==> config.mk <==
export PLATFORM = sky130hd
export DESIGN_NAME = nested_loop_counter_flat
export DESIGN_NICKNAME = d
export VERILOG_FILES = /design/src/rtl/mlp_ctrl_pkg.sv /design/src/rtl/nested_loop_counter_if.sv /design/src/rtl/loop_level_cnt.sv /design/src/rtl/nested_loop_counter.sv /design/src/flat_wrapper.sv
export SDC_FILE = /design/constraint.sdc
export NUM_CORES = 1
export LEC_CHECK = 0
export BUFFER_PORTS_ARGS = -buffer_cell sky130_fd_sc_hd__buf_4
export CORE_AREA = 10 10 72 74
export DETAILED_ROUTE_END_ITERATION = 16
export DIE_AREA = 0 0 82 84
export GPL_TIMING_DRIVEN = 0
export HOLD_SLACK_MARGIN = 0.05
export PLACE_DENSITY_LB_ADDON = 0.1
export SYNTH_ARGS = -nofsm -noshare
export SYNTH_HDL_FRONTEND = slang
export SYNTH_SLANG_ARGS = --single-unit
==> constraint.sdc <==
create_clock -name clk -period 1.6 [get_ports clk]
set_clock_uncertainty 0.1 [all_clocks]
set_input_delay 0 -clock clk [delete_from_list [all_inputs] [get_ports clk]]
set_output_delay 0 -clock clk [all_outputs]
set_load 0.005 [all_outputs]
==> src/rtl/mlp_ctrl_pkg.sv <==
// Shared types for the MLP layer control path: FSM state encoding and default index width.
// Pure declarations; no timing or flow-control behaviour.
package mlp_ctrl_pkg;

   typedef enum logic {
      ST_IDLE = 1'b0,
      ST_RUN  = 1'b1
   } state_e;

   localparam int IDX_W_DEF = 7;

endpackage

==> src/rtl/nested_loop_counter_if.sv <==
// Control/status bundle between the layer controller and the nested loop counter.
// Master drives start/abort/en and the end counts; slave returns indices, last flags, busy and done.
interface nested_loop_counter_if
   import mlp_ctrl_pkg::*;
#(
   parameter int IW = IDX_W_DEF,
   parameter int OW = IDX_W_DEF
);

   logic          start;
   logic          abort;
   logic          en;
   logic [IW-1:0] inner_end;
   logic [OW-1:0] outer_end;
   logic          busy;
   logic [IW-1:0] inner_idx;
   logic [OW-1:0] outer_idx;
   logic          inner_last;
   logic          outer_last;
   logic          done;

   modport master (
      output start, abort, en, inner_end, outer_end,
      input  busy, inner_idx, outer_idx, inner_last, outer_last, done
   );

   modport slave (
      input  start, abort, en, inner_end, outer_end,
      output busy, inner_idx, outer_idx, inner_last, outer_last, done
   );

endinterface

==> src/rtl/loop_level_cnt.sv <==
// One loop level: latched end count, registered index and last flag; index, last and end update on the edge after load/step.
// hold freezes the level on a step so the final pair survives the end of a sweep; wrap_step cascades into the next level.
module loop_level_cnt
   import mlp_ctrl_pkg::*;
#(
   parameter int W = IDX_W_DEF
) (
   input  logic         clk,
   input  logic         rst,
   input  logic         load,
   input  logic         step,
   input  logic         hold,
   input  logic [W-1:0] end_val,
   output logic [W-1:0] idx,
   output logic         last,
   output logic         wrap_step
);

   logic [W-1:0] end_q, end_d;
   logic [W-1:0] idx_q, idx_d;
   logic         last_q, last_d;
   logic [W-1:0] idx_inc;

   // Only taken when idx_q is below end_q, so it cannot overflow even for an all-ones end.
   assign idx_inc = idx_q + W'(1);

   always_comb begin
      end_d  = end_q;
      idx_d  = idx_q;
      last_d = last_q;
      if (load) begin
         end_d  = end_val;
         idx_d  = '0;
         last_d = (end_val == '0);
      end else if (step && !hold) begin
         if (last_q) begin
            idx_d  = '0;
            last_d = (end_q == '0);
         end else begin
            idx_d  = idx_inc;
            last_d = (idx_inc == end_q);
         end
      end
   end

   always_ff @(posedge clk or negedge rst) begin
      if (!rst) begin
         end_q  <= '0;
         idx_q  <= '0;
         last_q <= 1'b0;
      end else begin
         end_q  <= end_d;
         idx_q  <= idx_d;
         last_q <= last_d;
      end
   end

   assign idx       = idx_q;
   assign last      = last_q;
   assign wrap_step = step & last_q;

endmodule

==> src/rtl/nested_loop_counter.sv <==
// Two-level (outer, inner) index sequencer with start/busy/done; pair (0,0) is valid the edge after start, one pair per busy&en edge.
// en low stalls indefinitely with all outputs held; abort returns to idle without done.
module nested_loop_counter
   import mlp_ctrl_pkg::*;
#(
   parameter int IW = IDX_W_DEF,
   parameter int OW = IDX_W_DEF
) (
   input  logic                  clk,
   input  logic                  rst,
   nested_loop_counter_if.slave  bus
);

   state_e        state_q, state_d;
   logic          done_q, done_d;

   logic          load;
   logic          run_step;
   logic          final_pair;
   logic          inner_wrap;
   logic          outer_wrap;
   logic [IW-1:0] inner_idx;
   logic [OW-1:0] outer_idx;
   logic          inner_last;
   logic          outer_last;

   assign load       = (state_q == ST_IDLE) & bus.start;
   assign run_step   = (state_q == ST_RUN) & bus.en & ~bus.abort;
   assign final_pair = inner_last & outer_last;

   loop_level_cnt #(.W(IW)) u_inner (
      .clk       (clk),
      .rst       (rst),
      .load      (load),
      .step      (run_step),
      .hold      (final_pair),
      .end_val   (bus.inner_end),
      .idx       (inner_idx),
      .last      (inner_last),
      .wrap_step (inner_wrap)
   );

   // The outer level advances only when the inner level wraps.
   loop_level_cnt #(.W(OW)) u_outer (
      .clk       (clk),
      .rst       (rst),
      .load      (load),
      .step      (inner_wrap),
      .hold      (final_pair),
      .end_val   (bus.outer_end),
      .idx       (outer_idx),
      .last      (outer_last),
      .wrap_step (outer_wrap)
   );

   always_comb begin
      state_d = state_q;
      done_d  = 1'b0;
      unique case (state_q)
         ST_IDLE: begin
            if (bus.start) state_d = ST_RUN;
         end
         ST_RUN: begin
            if (bus.abort) begin
               state_d = ST_IDLE;
            end else if (outer_wrap) begin
               state_d = ST_IDLE;
               done_d  = 1'b1;
            end
         end
         default: state_d = ST_IDLE;
      endcase
   end

   always_ff @(posedge clk or negedge rst) begin
      if (!rst) begin
         state_q <= ST_IDLE;
         done_q  <= 1'b0;
      end else begin
         state_q <= state_d;
         done_q  <= done_d;
      end
   end

   assign bus.busy       = (state_q == ST_RUN);
   assign bus.done       = done_q;
   assign bus.inner_idx  = inner_idx;
   assign bus.outer_idx  = outer_idx;
   assign bus.inner_last = inner_last;
   assign bus.outer_last = outer_last;

endmodule
==> src/flat_wrapper.sv <==
// flat-port wrapper written by rule: the top's interface ports become plain ports
module nested_loop_counter_flat import mlp_ctrl_pkg::*;
#(
   parameter int IW = IDX_W_DEF,
   parameter int OW = IDX_W_DEF
)
  (clk, rst, bus_start, bus_abort, bus_en, bus_inner_end, bus_outer_end, bus_busy, bus_inner_idx, bus_outer_idx, bus_inner_last, bus_outer_last, bus_done);
  nested_loop_counter_if #(.IW(IW), .OW(OW)) bus_i ();
  input  logic clk;
  input  logic rst;
  input wire logic [$bits(bus_i.start)-1:0] bus_start;
  input wire logic [$bits(bus_i.abort)-1:0] bus_abort;
  input wire logic [$bits(bus_i.en)-1:0] bus_en;
  input wire logic [$bits(bus_i.inner_end)-1:0] bus_inner_end;
  input wire logic [$bits(bus_i.outer_end)-1:0] bus_outer_end;
  output wire logic [$bits(bus_i.busy)-1:0] bus_busy;
  output wire logic [$bits(bus_i.inner_idx)-1:0] bus_inner_idx;
  output wire logic [$bits(bus_i.outer_idx)-1:0] bus_outer_idx;
  output wire logic [$bits(bus_i.inner_last)-1:0] bus_inner_last;
  output wire logic [$bits(bus_i.outer_last)-1:0] bus_outer_last;
  output wire logic [$bits(bus_i.done)-1:0] bus_done;
  assign bus_i.start = bus_start;
  assign bus_i.abort = bus_abort;
  assign bus_i.en = bus_en;
  assign bus_i.inner_end = bus_inner_end;
  assign bus_i.outer_end = bus_outer_end;
  assign bus_busy = bus_i.busy;
  assign bus_inner_idx = bus_i.inner_idx;
  assign bus_outer_idx = bus_i.outer_idx;
  assign bus_inner_last = bus_i.inner_last;
  assign bus_outer_last = bus_i.outer_last;
  assign bus_done = bus_i.done;
  nested_loop_counter #(.IW(IW), .OW(OW)) u_core (.clk(clk), .rst(rst), .bus(bus_i));
endmodule
; ---- After elaboration in Yosys (flattened, before gate mapping)
; Cells that the tools add are included.
[word_totals]
regBits = 32
input_bits = 19
out_inout_bits = 18
[op_classes]
mux = 19
addsub = 2
n_bitwise = 8
n_eq_ne = 2
n_reduce_logical = 9
[ops]
columns = cell, count
row1 = 7-bit two-way mux, 6
row2 = 7-bit logical NOT, 4
row3 = 7-bit by 1-bit adder with 7-bit output (second input constant), 2
row4 = 7-bit == test, 2
row5 = 1-bit two-way mux, 12
row6 = 1-bit AND, 6
row7 = 2-bit nonzero test, 2
row8 = 1-bit logical AND, 2
row9 = 1-bit inverter, 2
row10 = 1-bit case mux with 2 select lines, 1
row11 = 1-bit logical NOT, 1

; ---- Depth between registers and ports, before layout
[depth]
depth_word = 7
mapped_depth = 5

; ---- Cells and area by module
; Synthesis repeated with hierarchy kept, for this count alone.
[unflattened]
cells_unflattened = 162
area_unflattened_um2 = 1760.4
[by_module_without_submodules]
columns = mod, n_inst, cells_per_inst, area_per_inst_um2
row1 = loop_level_cnt, 2, 76, 834.6
row2 = nested_loop_counter, 1, 10, 91.3

; ---- Worst setup path before layout
; No wires, ideal clock.
[synth_timing]
kind = reg2reg
startpoint = register u_core.u_inner.idx_q[0], in the netlist u_core.u_inner.idx[0]
endpoint = register u_core.u_inner.last_q, in the netlist u_core.u_inner.last
path_stages_with_launch = 6
n_path_buf = 0
period_less_slack_ps = 1558
slack_ps = 42
arrival_time_ps = 1331
setup_ps = 128
cell_sequence = dfrtp_1 > ha_1 > nor3b_1 > o21a_1 > o32ai_1 > o31ai_1
[synth_between]
elab_chain_cells = 5
[synth_rtl]
columns = item, line_no
row1 = "start, declared", loop_level_cnt.sv:20  ; logic [W-1:0] idx_q, idx_d;
row2 = "start signal, assigned", loop_level_cnt.sv:53  ; idx_q <= idx_d;
row3 = 7-bit by 1-bit adder with 7-bit output, loop_level_cnt.sv:25  ; assign idx_inc = idx_q + W'(1);
row4 = 7-bit == test, loop_level_cnt.sv:41  ; last_d = (idx_inc == end_q);
row5 = 1-bit two-way mux, loop_level_cnt.sv:36  ; if (last_q) begin
row6 = 1-bit two-way mux, loop_level_cnt.sv:35  ; end else if (step && !hold) begin
row7 = 1-bit two-way mux, loop_level_cnt.sv:31  ; if (load) begin
row8 = "end signal, assigned", loop_level_cnt.sv:54  ; last_q <= last_d;
row9 = "end, declared", loop_level_cnt.sv:21  ; logic last_q, last_d;
; Every way passes these cells. The select of a mux whose other input is x is not followed.
; A chain may end at the register's enable or synchronous reset.

; ---- Worst setup path after layout
[layout_timing]
startpoint = register u_core.u_inner.idx_q[1], in the netlist u_core.u_inner.idx[1]
endpoint = register u_core.u_inner.last_q, in the netlist u_core.u_inner.last
; The elaborated chain is that of the path after synthesis.

==> results.cfg <==
[synthesis]
ys_async_sr_fraction_pct = 100
ys_ff_latch = 32
synth_common_cells = nand2_1, dfrtp_1, o21ai_0, xnor2_1
post-synth-top-count-cell = nand2_1
synth_cell_types = 41
synth_seq_area_share_pct = 45.0
yosys-top-cells-area = dfrtp_1, nand2_1, o21ai_0
synth_edf_count = 0
synthesis.nets = 221
yosysTopAreaCell = dfrtp_1
netlist_instances = 200
avgSynthCellArea_um2 = 8.89
syn_area_um2 = 1780
ys.flop_type = dfrtp_1
netlist.area_leader.share_pct = 45.0
yosys_warnings = 0

[timing]
period_minus_slack_ps = 1540
maxSlewViolCount = 0
worst_pin_slew_ps = 414
slew_headroom_pct = 72.4
setup_viol = 0
fin_crit_sh_pct = 96.3
worst_slack_ps = 58.4
final_hold_viol_count = 0
max_freq_mhz = 649

[routing]
postRouteAntennaNets = 0
drt-wirelength-per-cell_um = 14.5
drt_iter0_markers = 71
firstDrtPassIters = 4
drc_errors = 0
wl_um = 4650
via_per_inst = 5.25
vias = 1679

[floorplan]
die_h_um = 84
num_io_pins = 37
coreArea_um2 = 3860
initial_core_util_pct = 46.1
std_cell_rows = 23
die_x_um = 82
die_area_um2 = 6890

[placed_design]
io_buffers = 36
dpl.hpwl_um = 3140
place_area_um2 = 2110
post-place-ws_ps = -140
gp_congestion = 0.814

[worst_setup_path]
worstSetupStartpointType = flop
cpMaxStageDelayCell = dfrtp_2
critPathKind = flop to flop
cp-end-kind = flop
cp_data_arrival_time_ps = 1640
max_stage_delay_ps = 440
path_cells = ha_4 -> nor2b_1 -> nor3_1 -> o32ai_2 -> o31ai_1
crit_path_max_fanout = 6
required_ps = 1690

[grt]
first_global_vias = 1637
grt_util_all_layers_pct = 14.3
grt_remaining_overflow = 0
antenna_found_initial = 0
grt_pass1_wl_um = 7910
grt_max_degree = 33

[hold_path]
min_path_type = input pin to flop

[layout]
final_area_um2 = 2520
antenna_cells = 0
final_layout_size_suffix_gt1_share_pct = 27.8
num-nets-final = 290
area_delta_synth_final_pct = 41.7

[run]
drv_cap = 0

[clock_tree]
cts-root-buf = clkbuf_8
clk_pin_slew_ps = 70
cts_made_buffers = 5
insertion_delay_ps = 290
cts_sinks = 32
clk_path_buf_depth = 2
htree_levels = 2
cts_tree = built

[power_and_ir_drop]
ir_worst_vdd_uv = 468
p_per_area_nw_per_um2 = 851
p_leak_nw = 1.19

[status]
status = complete, no violations
[cell usage in the layout (no fill, tap or decap), types with 3 or more instances in the layout]
cell,count
o21ai_0,16
and3_1,5
clkbuf_8,6
xor2_1,7
o31ai_1,4
buf_4,44
nor3b_1,3
clkbuf_2,3
nor3_1,6
nand4_1,3
nor2_1,7
xnor2_1,9
buf_2,3
nor2b_1,4
dfrtp_2,5
dfrtp_1,27
nand2_1,53
dlygate4sd3_1,18
a22o_1,4
nand3_1,5
[timing repair]
action / in CTS / in global routing
resized for setup: 9 / 9
gates cloned: 0 / 0
hold buffers: 18 / 0
hold endpoints to repair: 49 / 0
pin swaps: 1 / 1
setup buffers: 1 / 7
endpoints found under the setup margin: 7 / 21
[state kept, by name, indices dropped and copies added (netlist names)]
signal and count:
u_core.u_inner.end_q 7, u_core.u_inner.idx 7, u_core.u_outer.end_q 7, u_core.u_outer.idx 7, u_core.bus.busy 1, u_core.bus.done 1
u_core.u_inner.last 1, u_core.u_outer.last 1
[worst max-delay path, delay by kind of cell, from the launching register on]
| family | cells | cell delay, ps |
|---|---|---|
| and+or+nand+nor | 2 | 390 |
| DFF | 1 | 440 |
| AOI/OAI and AO/OA | 2 | 330 |
| adders and majority gates | 1 | 190 |
[cell families (layout without fill, tap and decap cells)]
| group | after synthesis | count (layout) | share of synthesized area [%] |
|---|---|---|---|
| AO/OA/AOI/OAI | 41 | 41 | 15.8 |
| multiplexers | 1 | 1 | 0.563 |
| XOR/XNOR | 16 | 16 | 7.88 |
| buffers and inverters | 9 | 79 | 2.32 |
| AND/OR/NAND/NOR | 99 | 99 | 27.0 |
| adder cells (fa/ha/maj) | 2 | 2 | 1.41 |
| flip-flops | 32 | 32 | 45.0 |
[layer usage]
layer / vias up / global-route usage, % / wire length (um)
li1: 844 / - / -
met1: 787 / 19.4 / 2240
met2: 39 / 20.5 / 2050
met3: 9 / 4.96 / 287
met4: 0 / 4.49 / 76
met5: - / 0 / 0
[through the flow]
stage / hold WS (ps) / setup TNS, ps / power (mW) / instances / utilization [%]
after floorplan: -396 / 0 / 1.26 / 200 / -
after global placement: -135 / -403 / 1.41 / 286 / 54.7
after detailed placement: -133 / -415 / 1.41 / 286 / 54.7
after CTS: 60.8 / 0 / 2.12 / 313 / 62.9
after global routing: 97.2 / -4.43 / 2.29 / 320 / 65.3
final: 71.0 / 0 / 2.14 / 320 / 65.3
[power by group]
| group | leakage [nW] | internal (mW) | switching, mW | total [mW] |
|---|---|---|---|---|
| clock | 0.0455 | 0.351 | 0.293 | 0.644 |
| combinational | 0.731 | 0.260 | 0.239 | 0.500 |
| sequential | 0.413 | 0.901 | 0.0990 | 1.00 |
| total | 1.19 | 1.51 | 0.632 | 2.14 |
[final timing paths]
kind / start / end / slack (ps) / cells past startpoint
min in group asynchronous: rst / u_core.bus.done / 90 / 2
hold / removal: bus_start / u_core.u_inner.end_q[1] / 70 / 5
hold reg to reg: u_core.u_outer.end_q[1] / u_core.u_outer.end_q[1] / 400 / 2
setup reg to reg: u_core.u_inner.idx[1] / u_core.u_inner.last / 60 / 5
max in group asynchronous: rst / u_core.bus.busy / 990 / 2
setup / recovery: u_core.u_inner.idx[1] / u_core.u_inner.last / 60 / 5
[cell type report]
| type | instances | area (um^2) |
|---|---|---|
| inverters | 2 | 7.51 |
| fillers | 329 | 1340 |
| repair buffers | 62 | 510 |
| clock buffers | 8 | 90.1 |
| multi-input cells | 159 | 1000 |
| well taps | 50 | 62.6 |
| plain buffers | 7 | 37.5 |
| flip-flops and latches | 32 | 807 |
Power figures use the tool's default switching activity.
